==> config.mk <==
export PLATFORM = sky130hd
export DESIGN_NAME = digit_serial_subtractor
export DESIGN_NICKNAME = d
export VERILOG_FILES = /design/src/rtl/digit_serial_subtractor.sv
export SDC_FILE = /design/constraint.sdc
export NUM_CORES = 1
export LEC_CHECK = 0
export BUFFER_PORTS_ARGS = -buffer_cell sky130_fd_sc_hd__buf_4
export CAP_MARGIN = 5
export CELL_PAD_IN_SITES_DETAIL_PLACEMENT = 0
export CELL_PAD_IN_SITES_GLOBAL_PLACEMENT = 1
export CORE_MARGIN = 2
export CORE_UTILIZATION = 40
export CTS_CLUSTER_DIAMETER = 100
export DETAILED_ROUTE_END_ITERATION = 16
export GPL_TIMING_DRIVEN = 0
export HOLD_SLACK_MARGIN = 0.06
export PLACE_DENSITY_LB_ADDON = 0.1
export SYNTH_ARGS = -nofsm -noshare
export SYNTH_HDL_FRONTEND = slang
export SYNTH_SLANG_ARGS = --single-unit
==> constraint.sdc <==
create_clock -name i_clk -period 4 [get_ports i_clk]
set_clock_uncertainty 0.2 [all_clocks]
set_input_delay 1 -clock i_clk [delete_from_list [all_inputs] [get_ports i_clk]]
set_output_delay 1 -clock i_clk [all_outputs]
set_load 0.01 [all_outputs]
==> src/rtl/digit_serial_subtractor.sv <==
// Multi-cycle unsigned subtractor: {bout, diff} = a - b - bin, DIGIT_WIDTH bits per enabled clock, LSB first.
// Valid/ready on both sides; results are held on the outputs until the next operation completes.
module digit_serial_subtractor #(
  parameter int DATA_WIDTH  = 16,
  parameter int DIGIT_WIDTH = 4
) (
  input  logic                  i_clk,
  input  logic                  i_rst,
  input  logic                  i_en,
  input  logic                  i_valid,
  output logic                  o_ready,
  input  logic [DATA_WIDTH-1:0] iv_a,
  input  logic [DATA_WIDTH-1:0] iv_b,
  input  logic                  i_bin,
  output logic                  o_valid,
  input  logic                  i_ready,
  output logic [DATA_WIDTH-1:0] ov_diff,
  output logic                  o_bout
);

  localparam int NUM_DIGITS = DATA_WIDTH / DIGIT_WIDTH;
  localparam int CNT_W      = (NUM_DIGITS > 1) ? $clog2(NUM_DIGITS) : 1;
  localparam logic [CNT_W-1:0] LAST_DIGIT = CNT_W'(NUM_DIGITS - 1);

  generate
    if (DATA_WIDTH % DIGIT_WIDTH != 0) begin : g_bad_width
      $error("DATA_WIDTH must be a multiple of DIGIT_WIDTH");
    end
  endgenerate

  typedef enum logic [1:0] {S_IDLE, S_RUN, S_DONE} state_t;

  state_t                r_state;
  state_t                w_state_next;
  logic [CNT_W-1:0]      r_cnt;
  logic [DATA_WIDTH-1:0] r_a;
  logic [DATA_WIDTH-1:0] r_b;
  logic                  r_borrow;
  logic [DATA_WIDTH-1:0] r_acc;
  logic [DATA_WIDTH-1:0] r_diff;
  logic                  r_bout;

  logic [DIGIT_WIDTH-1:0] w_a_slice;
  logic [DIGIT_WIDTH-1:0] w_b_slice;
  logic [DIGIT_WIDTH:0]   w_sub;
  logic [DATA_WIDTH-1:0]  w_acc_next;
  logic                   w_last;

  always_ff @(posedge i_clk) begin
    if (i_rst) begin
      r_state <= S_IDLE;
    end else if (i_en) begin
      r_state <= w_state_next;
    end
  end

  always_comb begin
    w_state_next = r_state;
    o_ready      = 1'b0;
    o_valid      = 1'b0;
    case (r_state)
      S_IDLE: begin
        o_ready = 1'b1;
        if (i_valid) w_state_next = S_RUN;
      end
      S_RUN: begin
        if (w_last) w_state_next = S_DONE;
      end
      S_DONE: begin
        o_valid = 1'b1;
        if (i_ready) w_state_next = S_IDLE;
      end
      default: w_state_next = S_IDLE;
    endcase
  end

  // One DIGIT_WIDTH+1 bit subtract per cycle; the top bit is the borrow into the next slice.
  always_comb begin
    w_last     = (r_cnt == LAST_DIGIT);
    w_a_slice  = r_a[int'(r_cnt)*DIGIT_WIDTH +: DIGIT_WIDTH];
    w_b_slice  = r_b[int'(r_cnt)*DIGIT_WIDTH +: DIGIT_WIDTH];
    w_sub      = {1'b0, w_a_slice} - {1'b0, w_b_slice} - (DIGIT_WIDTH+1)'(r_borrow);
    w_acc_next = r_acc;
    w_acc_next[int'(r_cnt)*DIGIT_WIDTH +: DIGIT_WIDTH] = w_sub[DIGIT_WIDTH-1:0];
  end

  always_ff @(posedge i_clk) begin
    if (i_rst) begin
      r_cnt    <= '0;
      r_a      <= '0;
      r_b      <= '0;
      r_borrow <= 1'b0;
      r_acc    <= '0;
      r_diff   <= '0;
      r_bout   <= 1'b0;
    end else if (i_en) begin
      case (r_state)
        S_IDLE: begin
          if (i_valid) begin
            r_a      <= iv_a;
            r_b      <= iv_b;
            r_borrow <= i_bin;
            r_cnt    <= '0;
            r_acc    <= '0;
          end
        end
        S_RUN: begin
          r_acc    <= w_acc_next;
          r_borrow <= w_sub[DIGIT_WIDTH];
          r_cnt    <= w_last ? '0 : r_cnt + CNT_W'(1);
          // Outputs only change on DONE entry so the previous result stays visible while running.
          if (w_last) begin
            r_diff <= w_acc_next;
            r_bout <= w_sub[DIGIT_WIDTH];
          end
        end
        default: ;
      endcase
    end
  end

  assign ov_diff = r_diff;
  assign o_bout  = r_bout;

endmodule

==> qor.yml <==
status: "finished, final reports clean"
dieArea_um2: 8660
netlist_instances: 368
crit_type: "reg2reg"
min-delay-start: "r_a[0]"
syn_area_um2: 3170
avgSynthCellArea_um2: 8.62
finalPower_mw: 1.46
drt_iter0_drc: 170
p_leak_nw: 1.49
cp_slowest_stage_delay_ps: 550
cp_max_fo: 10
ant_nets: 0
cts_num_sinks: 70
synth-xor-area-share: 0.0134
core-area_um2: 7690
synth_top_family_by_area: "simple AND/OR/NAND/NOR gates"
num-fill-cells: 792
antennaDiodeCount: 0
nNetsFinal: 483
synth_nets: 418
vias: 2802
grt_setup_unrepaired: "no"
async_flop_share: 0
cts_tree: "yes"
grt_pass1_wl_um: 13200
drc: 0
placement_rows: 32
grt_remaining_overflow: 0
ys_warn_count: 0
post-route-util: 0.507
track_usage: 0.199
grt_pass1_vias: 2661
insertion_delay_ps: 340
numCtsBuffers: 9
powerDensity_nw_per_um2: 376
maxSlewHeadroom: 0.461
synthFlopType: "dfxtp_1"
stdcell_count: 539
path_clk_slew_ps: 80
worstReg2RegStart: "r_cnt[0]"
synthAdderAreaFrac: 0.0521
finalCritPeriodShare: 0.818
viasPerCell: 5.20
crit_path_top_delay_cell: "mux4_2"
htree_levels: 3
synth_simple_gate_area_share: 0.188
grt_max_degree: 13
io_pins: 57
cp_cell_sequence: "buf_6 > buf_2 > mux4_2 > inv_1 > fa_1 > inv_1 > fa_1 > xor2_1 > o2bb2ai_1 > a22oi_1 > nor2_1"
placedCellCount: 524
antenna_found_initial: 0
crit_path_end_kind: "register"
synthMuxAreaShare: 0.0603
hp-class: "reg2reg"
synth_compound_area_frac: 0.187
dp_hpwl_um: 5770
synth_enable_flop_cells: 0
initial_core_util: 0.413
synth.distinct_cells: 39
cts_resized: 0
r2r_slack_ps: 730
max_freq_ghz: 0.306
clockBufferDepth: 2
hold_violations: 0
ctsRootBufferMaster: "clkbuf_8"
crit_family: "adder cells"
ir_worst_vdd_uv: 186
fin_area_um2: 3890
ctsHoldBuffers: 0
drv_slew: 0
path_depth: 11
worstSetupStartpoint: "r_cnt[0]"
die_h_um: 93.1
worstPathRequired_ps: 4020
placed_area_um2: 3710
reg2reg_depth: 11
wl_per_cell_um: 14.9
area_delta_synth_final_pct: 22.7
wl_um: 8040
dr.pass1.iters: 4
worst_slew_pin_slew_ps: 798
finalSetupViolCount: 0
rr_endpoint: "r_acc[6]"
post-cts-setup-buffer-count: 0
synth-seq-area-share: 0.442
period_minus_slack_ps: 3270
max_cap_viol_count: 0
gp_congestion: 0.881
drive_above_1_share: 0.206
cp_num_buf_inv: 4
port_buffers: 54
crit_arrival_ps: 3290
crit_path_end: "r_acc[6]"
die_w_um: 93.1
tns_ps: 0
ys_seq_elements: 70
start_kind: "register"
[worst min-delay path by stage]
stage | end | slack, ps | depth (start not counted)
floorplan | r_a[10] | 230 | 2
global placement | r_a[3] | 240 | 2
detailed placement | r_b[8] | 250 | 2
CTS | r_a[4] | 260 | 2
global route | r_b[6] | 270 | 2
finish | r_a[0] | 260 | 2
[cell type report]
type | count | area [um2] | share of cell area
clock inverter | 6 | 63.8 | 0.0164
timing repair buffer | 54 | 405 | 0.104
inverter | 18 | 67.6 | 0.0174
buffer | 26 | 115 | 0.0296
multi-input combinational | 254 | 1590 | 0.408
clock buffer | 9 | 124 | 0.0318
sequential | 70 | 1400 | 0.360
tap | 102 | 128 | 0.0328
[flip-flops by register name (all words and copies together) (netlist names)]
signal	cells
o_bout	1
ov_diff	16
r_a	16
r_acc	16
r_b	16
r_borrow	1
r_cnt	2
r_state	2
[cells by family after synthesis]
kind of cell | after synthesis
and+or+nand+nor | 137
AOI/OAI and AO/OA | 92
DFF | 70
buffers and inverters | 44
adders and majority gates | 12
muxes | 9
xor gates and xnor gates | 4
[through the flow]
step | setup slack (ps) | hold slack [ps]
6_report | 727 | 255
5_1_grt | 531 | 273
4_1_cts | 671 | 256
3_5_place_dp | 691 | 245
3_3_place_gp | 733 | 241
2_1_floorplan | 1130 | 233
[Yosys cell counts, drive strengths merged, types with 3 or more instances]
| cell type | number | area share |
|---|---|---|
| mux4 | 8 | 0.057 |
| a22oi | 13 | 0.031 |
| ha | 10 | 0.039 |
| o21ai | 3 | 0.0047 |
| inv | 17 | 0.020 |
| buf | 12 | 0.020 |
| nor3 | 6 | 0.0095 |
| o2bb2ai | 8 | 0.022 |
| o41ai | 5 | 0.014 |
| a21oi | 48 | 0.077 |
| nand2 | 80 | 0.095 |
| o211ai | 5 | 0.013 |
| nand4bb | 3 | 0.011 |
| a22o | 4 | 0.011 |
| dfxtp | 70 | 0.44 |
| clkbuf | 14 | 0.017 |
| nor2 | 35 | 0.041 |
[layout by cell type, fill, tap and decap left out, types with 3 or more instances in the layout]
cell type	instances
clkbuf_1	14
a21oi_1	47
buf_4	54
a22o_1	4
a22oi_1	13
ha_1	10
nand2_1	80
o2bb2ai_1	8
inv_1	17
nor2_1	35
o41ai_1	5
o211ai_1	4
nor3_1	6
nand4bb_1	3
clkbuf_8	9
buf_2	8
mux4_2	8
buf_1	3
dfxtp_1	70
[metal layers]
| metal | GRT usage | share of wire |
|---|---|---|
| met2 | 0.336 | 0.49 |
| met3 | 0.0475 | 0.044 |
| met5 | 0 | 0 |
| met4 | 0.0760 | 0.026 |
| met1 | 0.247 | 0.45 |
[worst reg2reg max path: cells and delay by family (launching register included)]
| kind | cells | cell delay [ps] |
|---|---|---|
| compound gates | 2 | 350 |
| xor+xnor | 1 | 270 |
| fa+ha+maj | 2 | 680 |
| buf+inv | 4 | 650 |
| flops | 1 | 410 |
| mux | 1 | 550 |
| simple gates | 1 | 50 |
[power breakdown]
| part | internal [mW] | total [mW] | switching [mW] |
|---|---|---|---|
| Sequential | 0.714 | 0.723 | 0.00856 |
| Clock | 0.283 | 0.557 | 0.274 |
| Combinational | 0.0742 | 0.183 | 0.109 |
| Total | 1.07 | 1.46 | 0.391 |
Power figures use the tool's default switching activity.
